$ cat src/rtl/gsim_mem_arbiter.sv
// Round-robin arbiter sharing one matrix-memory read port between two GSIM engines.
// Define GSIM_ARB_DOUT_REG_EN to register o_dout / o_dout_vld0/1 (one cycle of added latency).
module gsim_mem_arbiter #(
    parameter int ADDR_W = 10,
    parameter int DATA_W = 256,
    parameter int DEPTH  = 4
) (
    input  logic                   i_clk,
    input  logic                   i_reset,
    input  logic                   i_req0,
    input  logic                   i_req1,
    input  logic [ADDR_W-1:0]      i_addr0,
    input  logic [ADDR_W-1:0]      i_addr1,
    output logic                   o_gnt0,
    output logic                   o_gnt1,
    output logic                   o_mem_rreq,
    output logic [ADDR_W-1:0]      o_mem_addr,
    input  logic                   i_mem_rrdy,
    input  logic [DATA_W-1:0]      i_mem_dout,
    input  logic                   i_mem_dout_vld,
    output logic [DATA_W-1:0]      o_dout,
    output logic                   o_dout_vld0,
    output logic                   o_dout_vld1,
    output logic [$clog2(DEPTH):0] o_outstanding,
    output logic                   o_err
);

    localparam int PTR_W = $clog2(DEPTH);
    localparam int CNT_W = PTR_W + 1;

    logic             prio;
    logic [PTR_W-1:0] wr_ptr;
    logic [PTR_W-1:0] rd_ptr;
    logic [CNT_W-1:0] count;
    logic             err;
    logic [DEPTH-1:0] tag_mem;

    logic full;
    logic empty;
    logic elig0;
    logic elig1;
    logic sel;
    logic issue;
    logic pop;
    logic err_set;
    logic head_id;

    always_comb begin
        full       = (count == CNT_W'(DEPTH));
        empty      = (count == '0);
        elig0      = i_req0 && !full;
        elig1      = i_req1 && !full;
        sel        = (elig0 && elig1) ? prio : elig1;
        o_mem_rreq = elig0 || elig1;
        o_mem_addr = '0;
        if (o_mem_rreq) begin
            o_mem_addr = sel ? i_addr1 : i_addr0;
        end
        issue   = o_mem_rreq && i_mem_rrdy;
        o_gnt0  = issue && !sel;
        o_gnt1  = issue && sel;
        // A return with nothing in flight is a protocol error and is dropped.
        pop     = i_mem_dout_vld && !empty;
        err_set = i_mem_dout_vld && empty;
        head_id = tag_mem[rd_ptr];
    end

    always_ff @(posedge i_clk) begin
        if (i_reset) begin
            prio   <= 1'b0;
            wr_ptr <= '0;
            rd_ptr <= '0;
            count  <= '0;
            err    <= 1'b0;
        end else begin
            if (issue) begin
                prio   <= !sel;
                wr_ptr <= wr_ptr + PTR_W'(1);
            end
            if (pop) begin
                rd_ptr <= rd_ptr + PTR_W'(1);
            end
            case ({issue, pop})
                2'b10:   count <= count + CNT_W'(1);
                2'b01:   count <= count - CNT_W'(1);
                default: count <= count;
            endcase
            if (err_set) begin
                err <= 1'b1;
            end
        end
    end

    // Owner tags only need to be valid between push and pop, so no reset.
    always_ff @(posedge i_clk) begin
        if (issue) begin
            tag_mem[wr_ptr] <= sel;
        end
    end

    assign o_outstanding = count;
    assign o_err         = err;

`ifdef GSIM_ARB_DOUT_REG_EN
    logic [DATA_W-1:0] dout_p1;
    logic              vld0_p1;
    logic              vld1_p1;

    // Return stage -> output register stage
    always_ff @(posedge i_clk) begin
        if (i_reset) begin
            dout_p1 <= '0;
            vld0_p1 <= 1'b0;
            vld1_p1 <= 1'b0;
        end else begin
            vld0_p1 <= pop && !head_id;
            vld1_p1 <= pop && head_id;
            if (pop) begin
                dout_p1 <= i_mem_dout;
            end
        end
    end

    assign o_dout      = dout_p1;
    assign o_dout_vld0 = vld0_p1;
    assign o_dout_vld1 = vld1_p1;
`else
    assign o_dout      = i_mem_dout;
    assign o_dout_vld0 = pop && !head_id;
    assign o_dout_vld1 = pop && head_id;
`endif

endmodule

$ cat config.mk
export PLATFORM = sky130hd
export DESIGN_NAME = gsim_mem_arbiter
export DESIGN_NICKNAME = d
export VERILOG_FILES = /design/src/rtl/gsim_mem_arbiter.sv
export SDC_FILE = /design/constraint.sdc
export NUM_CORES = 1
export LEC_CHECK = 0
export ABC_AREA = 1
export BUFFER_PORTS_ARGS = -buffer_cell sky130_fd_sc_hd__buf_2
export CAP_MARGIN = 20
export CORE_AREA = 2 2 217 219
export DETAILED_ROUTE_END_ITERATION = 10
export DIE_AREA = 0 0 219 221
export GPL_TIMING_DRIVEN = 0
export PLACE_DENSITY = 0.3
export REMOVE_ABC_BUFFERS = 1
export SLEW_MARGIN = 20
export SYNTH_ARGS = -nofsm -noshare
export SYNTH_HDL_FRONTEND = slang
export SYNTH_SLANG_ARGS = --single-unit
$ cat constraint.sdc
create_clock -name i_clk -period 2.2 [get_ports i_clk]
set_input_delay 0.22 -clock i_clk [delete_from_list [all_inputs] [get_ports i_clk]]
set_output_delay 0.22 -clock i_clk [all_outputs]
set_load 0.1 [all_outputs]
==> reports/summary.txt <==
Final worst path period share = 0.937
Ys async rst share = 0
Internal = 0.787 mW
CTS HTree Levels = 1
CP Data Required Time = 1.98 ns
Psw = 1.22 mW
Cell row count = 79
Fin. max-slew vios = 0
Post-Syn Area per Cell = 7.13 sq um
Total Nets Final = 492
Vias/cell = 2.80
WS Path Type = flop to output port
Number of routed nets with antenna violations = 0
Sequential Power Share = 0.182
Drt pass-1 iters = 6
Final setup vio count = 0
Switching Share = 0.607
First-pass GRT wire length = 79,100 um
Pwr Density = 956 nW/um^2
Max-cap violations = 0
Synth top cells by count = buf_4 (256), inv_1 (36), nand2_1 (31)
Slew @ Worst Pin = 0.565 ns
Crit path cell chain = inv_1 -> nor2_1 -> nor2_1 -> o21ai_0 -> nand2_1 -> nor2_1 -> buf_2
Core box area = 46,100 sq um
Final Hold Fails = 0
Cells after Synth = 416
Worst path slowest cell = buf_2
CTS Hold Bufs = 0
CTS root buffer = clkbuf_16
Max IR drop VDD = 0.000323 V
# IOs = 557
Post-synth top area share = 0.648
Layout cells sized above 1 = 0.276
Crit path from = rd_ptr[0]$_SDFFE_PP0P_
Pin count of the biggest net entering global routing = 28
Die ar. = 48,400 sq um
Post-synth cell types = 22
Worst-case reg-to-reg path depth = 11
DRC Markers = 0
CP endpoint kind = output port
Most numerous cell in the Yosys netlist = buf_4
Post-synth EDFFs = 4
Die Y = 221 um
CTS Buf Count = 3
Post-CTS resize count = 2
Total power draw = 2.00 mW
Post-DP Area = 1980 sq um
Num Clock Sinks = 13
Post-synth top area cell = buf_4
Setup crit start kind = flop
Setup bufs post-CTS = 0
Clk network pwr share = 0.182
Max FO, Critical Path = 5
Starting Density = 0.0644
Total GRT Usage = 0.300
Final instance area = 2090 sq um
Later-pin clock latency in the skew report = 0.25 ns
Synthesized cell area = 2970 sq um
Fmax = 0.485 GHz
Rel. slew slack = 0.626
Worst clock skew = 0.00379 ns
Final Wtd Congestion = 1.27
Yosys warnings = 0
Sequential share of the synthesized area = 0.101
Vias in the first global route = 1,763
Leak = 0.784 nW
CP peak stage delay = 0.50 ns
CTS tree = done
Main synth FF type = dfxtp_1
Run status = complete, no violations
Fill count = 5,561
Register bit total from synthesis = 13
WL/cell = 92.1 um
Max clock buf depth = 2
Setup TNS = 0 ns
RSZ-0062 raised after global routing = no
Routed via count = 2,268
Grt total ovfl = 0
Die extent in x = 219 um
Clk pin slew, worst setup/hold paths = 0.05 ns
Min-delay src = i_reset
Top post-synthesis cells by area = buf_4 (65%), dfxtp_1 (6.1%), inv_1 (4.6%)
Area Overhead vs Synth = -29.4%
HPWL Detailed = 73,500 um
Worst Hold Depth = 2
Worst Path Arrival = 1.84 ns
Wirelength, routed = 74,700 um
Comb power frac = 0.636
Final min period = 2.06 ns
Number of port buffers = 44
CP dominant cell by count = nor2_1
Crit Reg-Reg Startpoint = o_outstanding[0]$_SDFFE_PP0P_
Initial drt markers = 283
Tightest Hold Check Type = input pin to flop
Initial antenna violation count = 1
==> layout by cell type, fill, tap and decap left out, drive strengths merged <==
master / netlist / layout
inv: 37 / 37
nand2: 35 / 35
buf: 260 / 34
nor2: 26 / 26
a21oi: 16 / 16
nand3: 14 / 14
clkbuf: 1 / 14
dfxtp: 9 / 9
ha: 5 / 5
o21ai: 4 / 4
edfxtp: 4 / 4
nand4: 3 / 3
diode: 0 / 1
o211ai: 1 / 1
fa: 1 / 1
==> per-stage QoR <==
| stage | hold slack (ns) | util | setup slack (ns) | instances |
|---|---|---|---|---|
| 5_1_grt | 0.212 | 0.0455 | 0.00469 | 811 |
| 3_3_place_gp | 0.447 | 0.0429 | 0.0596 | 806 |
| 4_1_cts | 0.189 | 0.0449 | 0.0693 | 810 |
| 3_5_place_dp | 0.447 | 0.0429 | 0.0698 | 806 |
| 6_report | 0.187 | 0.0455 | 0.138 | 811 |
| 2_1_floorplan | 0.289 | - | -1.30 | 155 |
==> kinds of logic (layout without fill, tap and decap cells) <==
| family | after synthesis | after routing | share of synthesized area |
|---|---|---|---|
| fa+ha+maj | 6 | 6 | 0.0278 |
| other cells | 0 | 1 | 0 |
| buf+inv | 298 | 85 | 0.710 |
| simple gates | 78 | 78 | 0.122 |
| flops | 13 | 13 | 0.101 |
| compound gates | 21 | 21 | 0.0388 |
==> worst max-delay path, delay by kind of cell, from the launching register on <==
kind                   cells  cell delay (ns)
AND/OR/NAND/NOR            4             0.49
AO/OA/AOI/OAI              1             0.11
buffers and inverters      2             0.61
flip-flops                 1             0.37
==> routing by layer <==
metal,global-route usage,vias up,wire [um]
li1,-,575,-
met1,0.0315,734,3560
met2,0.536,822,37400
met3,0.495,111,25500
met4,0.227,26,7290
met5,0.141,-,927
==> power groups by stage <==
| stage | Clock (mW) | Sequential (mW) | Combinational, mW |
|---|---|---|---|
| global route | 0.377 | 0.370 | 1.36 |
| detailed placement | 0 | 0.368 | 1.26 |
| floorplan | 0 | 0.556 | 0.813 |
| finish | 0.364 | 0.365 | 1.27 |
| global placement | 0 | 0.366 | 1.27 |
| CTS | 0.368 | 0.363 | 1.27 |
==> path summary, 6_finish.rpt <==
| check | to | slack [ns] |
|---|---|---|
| worst max-delay path | o_dout_vld0 | 0.14 |
| worst min-delay path | o_err$_SDFFE_PP0P_ | 0.19 |
| worst max register to register | o_outstanding[2]$_SDFFE_PP0P_ | 0.18 |
| worst min register to register | o_err$_SDFFE_PP0P_ | 0.45 |
==> area by class of cell <==
cell class / instances / area (sq um) / area share
timing repair buffer: 44 / 248 / 0.118
sequential: 13 / 300 / 0.143
multi-input combinational: 105 / 567 / 0.271
antenna: 1 / 2.50 / 0.00119
tap: 607 / 759 / 0.363
inverter: 37 / 139 / 0.0663
clock buffer: 4 / 78.8 / 0.0376
==> state kept, by name, summed over array words and instances, names as in the netlist <==
name and count:
o_err 1, o_outstanding 3, prio 1, rd_ptr 2
tag_mem 4, wr_ptr 2
No activity file was read; power rests on OpenSTA's default activity.
